<file path="src/rtl/r4u4_two_ctrl_pkg.sv">
// Shared constants, types and helpers for the radix-4 unit 4 stage-two buffer controller.
package r4u4_two_ctrl_pkg;

  localparam int MAN_WIDTH = 16;
  localparam int EXP_WIDTH = 6;
  localparam int DW        = 2 * MAN_WIDTH + EXP_WIDTH;
  localparam int AW        = 9;
  localparam int MAX_Q     = 128;
  localparam int KW        = 7;

  typedef enum logic [1:0] {
    ST_IDLE,
    ST_WRITE,
    ST_READ,
    ST_DRAIN
  } state_t;

  typedef struct packed {
    logic [DW-1:0] data;
    logic [1:0]    leg;
    logic [KW-1:0] k;
    logic          last;
  } entry_t;

  // Quarter length actually used for a block: 0 means 1, anything above the RAM limit clamps.
  function automatic logic [7:0] resolve_m(input logic [7:0] len);
    if (len == 8'd0) return 8'd1;
    if (len > 8'(MAX_Q)) return 8'(MAX_Q);
    return len;
  endfunction

endpackage

</file>
<file path="src/rtl/r4u4_two_ctrl_if.sv">
// Stream and RAM-port bundle between the stage-two controller and its surroundings.
interface r4u4_two_ctrl_if;
  import r4u4_two_ctrl_pkg::*;

  logic [7:0]    len_quarter;
  logic          in_valid;
  logic          in_ready;
  logic [DW-1:0] in_data;
  logic          out_valid;
  logic          out_ready;
  logic [DW-1:0] out_data;
  logic [1:0]    out_leg;
  logic [KW-1:0] out_k;
  logic          out_last;
  logic          ram_wr_en;
  logic [AW-1:0] ram_wr_addr;
  logic [DW-1:0] ram_wr_data;
  logic [AW-1:0] ram_rd_addr;
  logic [DW-1:0] ram_rd_data;

  modport master (
    input  len_quarter, in_valid, in_data, out_ready, ram_rd_data,
    output in_ready, out_valid, out_data, out_leg, out_k, out_last,
           ram_wr_en, ram_wr_addr, ram_wr_data, ram_rd_addr
  );

  modport slave (
    output len_quarter, in_valid, in_data, out_ready, ram_rd_data,
    input  in_ready, out_valid, out_data, out_leg, out_k, out_last,
           ram_wr_en, ram_wr_addr, ram_wr_data, ram_rd_addr
  );

endinterface

</file>
<file path="src/rtl/r4u4_out_fifo2.sv">
// Two-entry valid/ready output FIFO carrying a sample with its butterfly tag; head is registered.
module r4u4_out_fifo2
  import r4u4_two_ctrl_pkg::*;
(
  input  logic       clk,
  input  logic       rst,
  input  logic       push,
  input  entry_t     push_entry,
  input  logic       pop_ready,
  output logic       head_valid,
  output entry_t     head,
  output logic       pop,
  output logic [1:0] cnt
);

  entry_t     slot1;
  logic [1:0] cnt_q;

  assign head_valid = (cnt_q != 2'd0);
  assign pop        = head_valid & pop_ready;
  assign cnt        = cnt_q;

  always_ff @(posedge clk) begin
    if (rst) begin
      cnt_q <= 2'd0;
      head  <= '0;
    end else begin
      case ({push, pop})
        2'b10:   cnt_q <= cnt_q + 2'd1;
        2'b01:   cnt_q <= cnt_q - 2'd1;
        default: cnt_q <= cnt_q;
      endcase
      // On a pop the second slot moves up; otherwise the head only loads when empty.
      if (pop) begin
        head <= (cnt_q == 2'd2) ? slot1 : push_entry;
      end else if (push && cnt_q == 2'd0) begin
        head <= push_entry;
      end
    end
  end

  always_ff @(posedge clk) begin
    if (push && ((cnt_q == 2'd1 && !pop) || (cnt_q == 2'd2 && pop))) begin
      slot1 <= push_entry;
    end
  end

endmodule

</file>
<file path="src/rtl/r4u4_two_ctrl.sv">
// Stage-two buffer controller: natural-order block write, then radix-4 butterfly-order read.
module r4u4_two_ctrl
  import r4u4_two_ctrl_pkg::*;
(
  input  logic            clk_sys,
  input  logic            rst_sys,
  r4u4_two_ctrl_if.master bus
);

  state_t        state, state_nxt;
  logic [7:0]    m_q;
  logic [AW-1:0] wr_cnt;
  logic [KW-1:0] k;
  logic [1:0]    leg;
  logic [AW-1:0] leg_off;

  logic          in_ready_c;
  logic          accept;
  logic [9:0]    wr_last_addr;
  logic          wr_last;
  logic [2:0]    occ;
  logic          issue_p0;
  logic          rd_last_p0;

  logic          vld_p1;
  logic [1:0]    leg_p1;
  logic [KW-1:0] k_p1;
  logic          last_p1;

  entry_t        push_entry;
  entry_t        head;
  logic          head_valid;
  logic          pop;
  logic [1:0]    fifo_cnt;

  assign in_ready_c   = (state == ST_IDLE) || (state == ST_WRITE);
  assign accept       = bus.in_valid & in_ready_c;
  assign wr_last_addr = {m_q, 2'b00} - 10'd1;
  assign wr_last      = ({1'b0, wr_cnt} == wr_last_addr);

  // Occupancy the FIFO will have once this cycle's pop and the pending RAM return settle.
  assign occ        = {1'b0, fifo_cnt} + {2'b00, vld_p1} - {2'b00, pop};
  assign issue_p0   = (state == ST_READ) && (occ < 3'd2);
  assign rd_last_p0 = (leg == 2'd3) && ({1'b0, k} == m_q - 8'd1);

  always_comb begin
    state_nxt = state;
    case (state)
      ST_IDLE:  if (accept) state_nxt = ST_WRITE;
      ST_WRITE: if (accept && wr_last) state_nxt = ST_READ;
      ST_READ:  if (issue_p0 && rd_last_p0) state_nxt = ST_DRAIN;
      ST_DRAIN: if (occ == 3'd0) state_nxt = ST_IDLE;
      default:  state_nxt = ST_IDLE;
    endcase
  end

  always_ff @(posedge clk_sys) begin
    if (rst_sys) begin
      state   <= ST_IDLE;
      m_q     <= 8'd0;
      wr_cnt  <= '0;
      k       <= '0;
      leg     <= 2'd0;
      leg_off <= '0;
      vld_p1  <= 1'b0;
    end else begin
      state <= state_nxt;
      if (state == ST_IDLE && accept) begin
        m_q    <= resolve_m(bus.len_quarter);
        wr_cnt <= AW'(1);
      end else if (state == ST_WRITE && accept) begin
        wr_cnt <= wr_last ? '0 : wr_cnt + AW'(1);
      end
      // Leg offset steps by M per leg so the address is leg*M + k without a multiplier.
      if (issue_p0) begin
        if (leg == 2'd3) begin
          leg     <= 2'd0;
          leg_off <= '0;
          k       <= rd_last_p0 ? '0 : k + 7'd1;
        end else begin
          leg     <= leg + 2'd1;
          leg_off <= leg_off + {1'b0, m_q};
        end
      end
      vld_p1 <= issue_p0;
    end
  end

  // p0 -> p1: tag travels alongside the RAM's registered read.
  always_ff @(posedge clk_sys) begin
    leg_p1  <= leg;
    k_p1    <= k;
    last_p1 <= rd_last_p0;
  end

  assign push_entry = '{data: bus.ram_rd_data, leg: leg_p1, k: k_p1, last: last_p1};

  r4u4_out_fifo2 u_out_fifo (
    .clk        (clk_sys),
    .rst        (rst_sys),
    .push       (vld_p1),
    .push_entry (push_entry),
    .pop_ready  (bus.out_ready),
    .head_valid (head_valid),
    .head       (head),
    .pop        (pop),
    .cnt        (fifo_cnt)
  );

  assign bus.in_ready    = in_ready_c;
  assign bus.out_valid   = head_valid;
  assign bus.out_data    = head.data;
  assign bus.out_leg     = head.leg;
  assign bus.out_k       = head.k;
  assign bus.out_last    = head.last;
  assign bus.ram_wr_en   = ~accept;
  assign bus.ram_wr_addr = wr_cnt;
  assign bus.ram_wr_data = bus.in_data;
  assign bus.ram_rd_addr = leg_off + {2'b00, k};

endmodule

</file>
<file path="src/flat_wrapper.sv">
// flat-port wrapper written by rule: the top's interface ports become plain ports
module r4u4_two_ctrl_flat import r4u4_two_ctrl_pkg::*;
  (clk_sys, rst_sys, bus_len_quarter, bus_in_valid, bus_in_data, bus_out_ready, bus_ram_rd_data, bus_in_ready, bus_out_valid, bus_out_data, bus_out_leg, bus_out_k, bus_out_last, bus_ram_wr_en, bus_ram_wr_addr, bus_ram_wr_data, bus_ram_rd_addr);
  r4u4_two_ctrl_if bus_i ();
  input  logic clk_sys;
  input  logic rst_sys;
  input wire logic [$bits(bus_i.len_quarter)-1:0] bus_len_quarter;
  input wire logic [$bits(bus_i.in_valid)-1:0] bus_in_valid;
  input wire logic [$bits(bus_i.in_data)-1:0] bus_in_data;
  input wire logic [$bits(bus_i.out_ready)-1:0] bus_out_ready;
  input wire logic [$bits(bus_i.ram_rd_data)-1:0] bus_ram_rd_data;
  output wire logic [$bits(bus_i.in_ready)-1:0] bus_in_ready;
  output wire logic [$bits(bus_i.out_valid)-1:0] bus_out_valid;
  output wire logic [$bits(bus_i.out_data)-1:0] bus_out_data;
  output wire logic [$bits(bus_i.out_leg)-1:0] bus_out_leg;
  output wire logic [$bits(bus_i.out_k)-1:0] bus_out_k;
  output wire logic [$bits(bus_i.out_last)-1:0] bus_out_last;
  output wire logic [$bits(bus_i.ram_wr_en)-1:0] bus_ram_wr_en;
  output wire logic [$bits(bus_i.ram_wr_addr)-1:0] bus_ram_wr_addr;
  output wire logic [$bits(bus_i.ram_wr_data)-1:0] bus_ram_wr_data;
  output wire logic [$bits(bus_i.ram_rd_addr)-1:0] bus_ram_rd_addr;
  assign bus_i.len_quarter = bus_len_quarter;
  assign bus_i.in_valid = bus_in_valid;
  assign bus_i.in_data = bus_in_data;
  assign bus_i.out_ready = bus_out_ready;
  assign bus_i.ram_rd_data = bus_ram_rd_data;
  assign bus_in_ready = bus_i.in_ready;
  assign bus_out_valid = bus_i.out_valid;
  assign bus_out_data = bus_i.out_data;
  assign bus_out_leg = bus_i.out_leg;
  assign bus_out_k = bus_i.out_k;
  assign bus_out_last = bus_i.out_last;
  assign bus_ram_wr_en = bus_i.ram_wr_en;
  assign bus_ram_wr_addr = bus_i.ram_wr_addr;
  assign bus_ram_wr_data = bus_i.ram_wr_data;
  assign bus_ram_rd_addr = bus_i.ram_rd_addr;
  r4u4_two_ctrl u_core (.clk_sys(clk_sys), .rst_sys(rst_sys), .bus(bus_i));
endmodule
</file>
<file path="config.mk">
export PLATFORM = sky130hd
export DESIGN_NAME = r4u4_two_ctrl_flat
export DESIGN_NICKNAME = d
export VERILOG_FILES = /design/src/rtl/r4u4_two_ctrl_pkg.sv /design/src/rtl/r4u4_two_ctrl_if.sv /design/src/rtl/r4u4_out_fifo2.sv /design/src/rtl/r4u4_two_ctrl.sv /design/src/flat_wrapper.sv
export SDC_FILE = /design/constraint.sdc
export NUM_CORES = 1
export LEC_CHECK = 0
export CAP_MARGIN = 20
export CORE_MARGIN = 8
export CORE_UTILIZATION = 50
export CTS_BUF_LIST = sky130_fd_sc_hd__clkbuf_4
export DETAILED_ROUTE_END_ITERATION = 10
export PLACE_DENSITY = 0.82
export SYNTH_ARGS = -nofsm -noshare
export SYNTH_HDL_FRONTEND = slang
export SYNTH_SLANG_ARGS = --single-unit
</file>
<file path="constraint.sdc">
create_clock -name clk_sys -period 6.39 [get_ports clk_sys]
set_clock_uncertainty 0.15 [all_clocks]
set_input_delay 0.639 -clock clk_sys [delete_from_list [all_inputs] [get_ports clk_sys]]
set_output_delay 0.639 -clock clk_sys [all_outputs]
set_load 0.01 [all_outputs]
</file>
Word level (Yosys, flattened, before mapping)
Index checks and enable logic that the tools add are counted.

Register bits after elaboration: 146. Bits in latches: 0. RAM bits: 0. Bits in read-only memories: 0. Input bits: 88. Output and inout port bits: 107. Logic and storage cells: 100. Memories kept: 0.

Add/subtract/negate cells: 11. Multipliers: 0. Div/mod/pow operators: 0. $lt $le $gt $ge: 2. Equal/unequal tests: 14. Shift operators: 0. Multiplexer cells: 26. Bitwise gates (word level): 3. Reductions and logical operators: 24.

Operators with widths (count): two-way mux 48 bit (3); two-way mux 8 bit (4); two-way mux 9 bit (2); == test 2 bit (second input constant) (5); == test 9 x 10 -> 1 bit (1); logical AND 1 bit (10); two-way mux 2 bit (5); subtractor 10 x 1 -> 10 bit (second input constant) (1); adder 9 x 1 -> 9 bit (second input constant) (1); adder 9 x 7 -> 9 bit (1); adder 9 x 8 -> 9 bit (1); two-way mux 1 bit (9); == test 7 x 8 -> 1 bit (1); > comparator 8 bit (second input constant) (1); logical NOT 8 bit (1); one-hot mux 2 bit (4 select lines) (1); nonzero test 2 bit (4); subtractor 8 x 1 -> 8 bit (second input constant) (1); adder 7 x 1 -> 7 bit (second input constant) (1); two-way mux 7 bit (1); == test 2 x 1 -> 1 bit (second input constant) (3); adder 2 x 1 -> 2 bit (second input constant) (2); logical NOT 2 bit (2); inequality test 2 x 1 -> 1 bit (second input constant) (2); 14 further kinds (17).

Longest topological paths before layout
Depth after elaboration: 11. Gate-level depth with buffers: 15. Mapped depth without buffers: 15.

Hierarchy
A second synthesis with hierarchy kept.

Cell total of the unflattened synthesis: 723. Area total of the unflattened synthesis: 7390.8 µm².

By module, submodules not included: r4u4_out_fifo2 (instances 1, cells each 335, area each 4056.4 µm²); r4u4_two_ctrl (instances 1, cells each 388, area each 3334.4 µm²).

Worst setup path after synthesis
Ideal clock, no wire load.

Path kind: register to register. Start: reg u_core.u_out_fifo.cnt_q[1], in the netlist u_core.u_out_fifo.cnt[1]. End: reg u_core.u_out_fifo.slot1[0] in the netlist's numbering, enable pin. Arrival time: 5.099 ns. Required time: 5.713 ns. Setup slack: 0.614 ns. Stages on the path, launching flop included: 8. Path buffers: 2. Period minus slack after synthesis: 5.776 ns. Cell sequence: dfxtp_1 inv_1 ha_1 inv_1 nand3_1 buf_1 clkbuf_1 a21boi_0.

Cells in the longest elaborated chain, start to end: 6.

Ends and longest elaborated chain: from (decl) (line r4u4_out_fifo2.sv:17) `logic [1:0] cnt_q;`; from (signal assigned) (line r4u4_out_fifo2.sv:29) `2'b10: cnt_q <= cnt_q + 2'd1;`; from (signal assigned) (line r4u4_out_fifo2.sv:30) `2'b01: cnt_q <= cnt_q - 2'd1;`; from (signal assigned) (line r4u4_out_fifo2.sv:31) `default: cnt_q <= cnt_q;`; nonzero test 2 bit (*) (line r4u4_out_fifo2.sv:19) `assign head_valid = (cnt_q != 2'd0);`; via bus_out_valid (line flat_wrapper.sv:13) `output wire logic [$bits(bus_i.out_valid)-1:0] bus_out_valid;`; AND 1 bit (*) (line r4u4_out_fifo2.sv:20) `assign pop = head_valid & pop_ready;`; logical NOT 1 bit (line r4u4_out_fifo2.sv:43) `if (push && ((cnt_q == 2'd1 && !pop) || (cnt_q == 2'd2 && pop))) begin`; logical AND 1 bit (line r4u4_out_fifo2.sv:43); logical OR 1 bit (*) (line r4u4_out_fifo2.sv:43); logical AND 1 bit (*) (line r4u4_out_fifo2.sv:43); to (signal assigned) (line r4u4_out_fifo2.sv:44) `slot1 <= push_entry;`; to (decl) (line r4u4_out_fifo2.sv:16) `entry_t slot1;`.

The timed path passes the listed nets; every way through them passes the cells marked *. A chain may end at the register's enable or synchronous reset.

Worst setup path in the final report
Start: reg u_core.k[0]. End: out bus_ram_rd_addr[8].

Cells in the longest elaborated chain, start to end: 1.

Ends and longest elaborated chain: from (decl) (line r4u4_two_ctrl.sv:13) `logic [KW-1:0] k;`; from (signal assigned) (line r4u4_two_ctrl.sv:79) `k <= rd_last_p0 ? '0 : k + 7'd1;`; adder 9 x 7 -> 9 bit (line r4u4_two_ctrl.sv:119) `assign bus.ram_rd_addr = leg_off + {2'b00, k};`; to (decl) (line flat_wrapper.sv:21) `output wire logic [$bits(bus_i.ram_rd_addr)-1:0] bus_ram_rd_addr;`.

No other way between the ends.

==> results.sh <==
export IMPL_status="completed"
export IMPL_rsz0062_at_grt="no"
export IMPL_cp_end_kind="output port"
export IMPL_synth_edf_count=48
export IMPL_areaGrowthSynthToFinish_pct=19.1
export IMPL_route_detailed_drc=0
export IMPL_grt_pass1_wl_mm=26.1
export IMPL_finalPower_mw=2.79
export IMPL_nets=870
export IMPL_arrival_ps=3500
export IMPL_syn_avg_cell_area_um2=10.2
export IMPL_globalRouteTotalUtil_pct=17.7
export IMPL_die_area_um2=18000
export IMPL_grt_max_degree=97
export IMPL_cp_max_fo=7
export IMPL_wl_per_cell_um=16.8
export IMPL_cts_repair_resized=0
export IMPL_max_freq_mhz=233
export IMPL_pwr_share_seq_pct=43.0
export IMPL_place_congestion=0.862
export IMPL_clkPwrFrac_pct=22.7
export IMPL_hold_class="reg2reg"
export IMPL_whs_path_depth=0
export IMPL_p_int_mw=1.87
export IMPL_cts_setup_buffers=0
export IMPL_holdCritStartpoint="u_core.leg[1]"
export IMPL_slew_violations=0
export IMPL_cp_start_kind="flop"
export IMPL_ys_ff_latch=146
export IMPL_drtIter0Drc=359
export IMPL_grt_pass1_vias=5317
export IMPL_min_period_over_period_pct=67.1
export IMPL_setup_violations=0
export IMPL_required_ps=5600
export IMPL_io_pins=195
export IMPL_cts_htree_levels=4
export IMPL_p_leak_nw=3.30
export IMPL_cts_tree="built"
export IMPL_initial_core_util_pct=50.8
export IMPL_final_layout_size_suffix_gt1_share_pct=5.88
export IMPL_r2r_worst_path_cells=14
export IMPL_fin_util_pct=60.5
export IMPL_insertion_delay_ps=560
export IMPL_viasPerCell=5.61
export IMPL_dp_hpwl_mm=11.0
export IMPL_swShare_pct=33.2
export IMPL_die_y_um=134
export IMPL_diodes=0
export IMPL_rows=43
export IMPL_drt_wl_total_mm=15.9
export IMPL_regToRegSetupSlack_ps=2280
export IMPL_clockBufferDepth=2
export IMPL_ir_drop_mv=0.157
export IMPL_syn_inst=686
export IMPL_ys_types=62
export IMPL_synthArstFlopShare_pct=0
export IMPL_cts_buffers=17
export IMPL_core_area_um2=13800
export IMPL_maxCapViolations=0
export IMPL_rr_endpoint="u_core.k[6]"
export IMPL_cts_root_buf="clkbuf_4"
export IMPL_grt_antenna_before_repair=0
export IMPL_drtPass1Iterations=5
export IMPL_maxSlewHeadroom_pct=36.0
export IMPL_io_buffer_count=118
export IMPL_overflow=0
export IMPL_p_per_area_nw_per_um2=335
export IMPL_comb_power_share_pct=34.3
export IMPL_netlist_area_um2=7000
export IMPL_hold_violations=0
export IMPL_ys_seq_area_share_pct=48.6
export IMPL_ant_nets=0
export IMPL_path_class="reg2out"
export IMPL_clkTransAtPathRegs_ps=110
export IMPL_postCtsHoldBufs=0
export IMPL_yosysWarningCount=0
export IMPL_vias=5299
export IMPL_p_switching_mw=0.927
export IMPL_clock_sinks=146
export IMPL_synth_flop_cell="dfxtp_1"
export IMPL_timing_final_crit_period_ps=4290
export IMPL_r2r_start="u_core.u_out_fifo.cnt[1]"
export IMPL_fp_dieW_um=134
export IMPL_tns_ps=0
export IMPL_tightest_slew_ps=961
export IMPL_holdWs_ps=235
export IMPL_hold_end="u_core.leg_p1[1]"
export IMPL_synth_nets=804
-- through the flow --
stage               area, um2  cells  setup WS, ps
global placement         8020    913          2300
CTS                      8340    945          2070
floorplan                7000    686           614
detailed placement       8020    913          1990
finish                   8340    945          2100
global route             8340    945          1790
-- routing by layer --
metal,GRT usage [%],part of all wire (%),vias up
li1,-,-,2572
met1,21.6,44,2499
met2,27.6,47,203
met3,7.26,7.8,25
met4,6.18,1.4,0
met5,0,0,-
-- worst max-delay path, cell delays in order (launching register included) --
cell and delay, ps:
dfxtp_1 520, ha_1 250, inv_1 60, fa_1 400
nor2b_1 140, o21ai_0 110, a21boi_0 250, o21ai_0 140
a21boi_0 250, o21ai_0 140, xnor2_1 160, clkdlybuf4s50_1 560
-- flip-flops by register name (all words and copies together) (netlist names) --
register / count
u_core.bus.ram_wr_addr: 9
u_core.k: 7
u_core.k_p1: 7
u_core.last_p1: 1
u_core.leg: 2
u_core.leg_off: 9
u_core.leg_p1: 2
u_core.m_q: 8
u_core.state: 2
u_core.u_out_fifo.cnt: 2
u_core.u_out_fifo.head: 48
u_core.u_out_fifo.slot1: 48
u_core.vld_p1: 1
-- cells in the final DEF, fill, tap and decap left out, types with 22 or more instances in the layout --
cell and instances:
clkdlybuf4s50_1 117, dfxtp_1 98, nor2_1 89, a211oi_1 52, mux2i_1 51, edfxtp_1 48, nand2_1 33, a21oi_1 28
ha_1 27, inv_1 22
-- Yosys cell counts, types with 3 or more instances --
library cell / number / area share [%]
nor4_1: 4 / 0.36
clkbuf_1: 18 / 0.97
a22o_1: 3 / 0.38
and2_1: 4 / 0.36
a211oi_1: 52 / 5.6
a21o_1: 3 / 0.32
nand2_1: 34 / 1.8
a31oi_1: 4 / 0.36
xor2_1: 15 / 1.9
buf_2: 3 / 0.21
inv_1: 22 / 1.2
o21bai_1: 3 / 0.32
nor3_1: 15 / 1.1
nand3_1: 18 / 1.3
fa_1: 3 / 0.86
edfxtp_1: 48 / 21
buf_1: 13 / 0.70
a21boi_0: 4 / 0.43
nand2b_1: 4 / 0.36
nor3b_1: 7 / 0.75
a22oi_1: 3 / 0.32
buf_4: 38 / 4.1
dfxtp_1: 98 / 28
a21oi_1: 28 / 2.0
ha_1: 27 / 4.8
xnor2_1: 16 / 2.0
nor2_1: 89 / 4.8
nor2b_1: 3 / 0.27
mux2i_1: 51 / 7.3
o21ai_0: 16 / 1.1
-- worst max-delay path by stage --
stage	end	from	cells after the start	slack, ps
floorplan	u_core.u_out_fifo.slot1[0]	u_core.u_out_fifo.cnt[1]	7	610
CTS	bus_ram_rd_addr[8]	u_core.k[0]	11	2070
global placement	u_core.leg_off[6]	bus_out_ready	11	2300
finish	bus_ram_rd_addr[8]	u_core.k[0]	11	2100
global route	bus_ram_rd_addr[8]	u_core.k[0]	11	1790
detailed placement	u_core.k[2]	bus_out_ready	13	1990
-- kinds of logic (layout without fill, tap and decap cells) --
kind of cell / after synthesis / after routing / share of synthesized area (%)
multiplexers: 51 / 51 / 7.29
AO/OA/AOI/OAI: 137 / 137 / 13.7
buffers and inverters: 95 / 174 / 7.29
AND/OR/NAND/NOR: 195 / 195 / 13.2
flip-flops: 146 / 146 / 48.6
adder cells (fa/ha/maj): 30 / 30 / 5.68
XOR/XNOR: 32 / 32 / 4.22
-- layout make-up --
cell class,instances,area (um2)
Tap cell,180,225
Timing Repair Buffer,120,1190
Clock buffer,17,128
Fill cell,1186,5440
Multi-Input combinational cell,445,3120
Clock inverter,15,190
Inverter,22,82.6
Sequential cell,146,3400
-- power groups by stage --
stage / logic (mW) / registers [mW] / clock network (mW)
2_1_floorplan: 0.537 / 1.25 / 0
3_3_place_gp: 0.926 / 1.21 / 0
3_5_place_dp: 0.962 / 1.22 / 0
4_1_cts: 0.969 / 1.20 / 0.650
5_1_grt: 1.06 / 1.22 / 0.693
6_report: 0.957 / 1.20 / 0.635
Power figures use the tool's default switching activity.
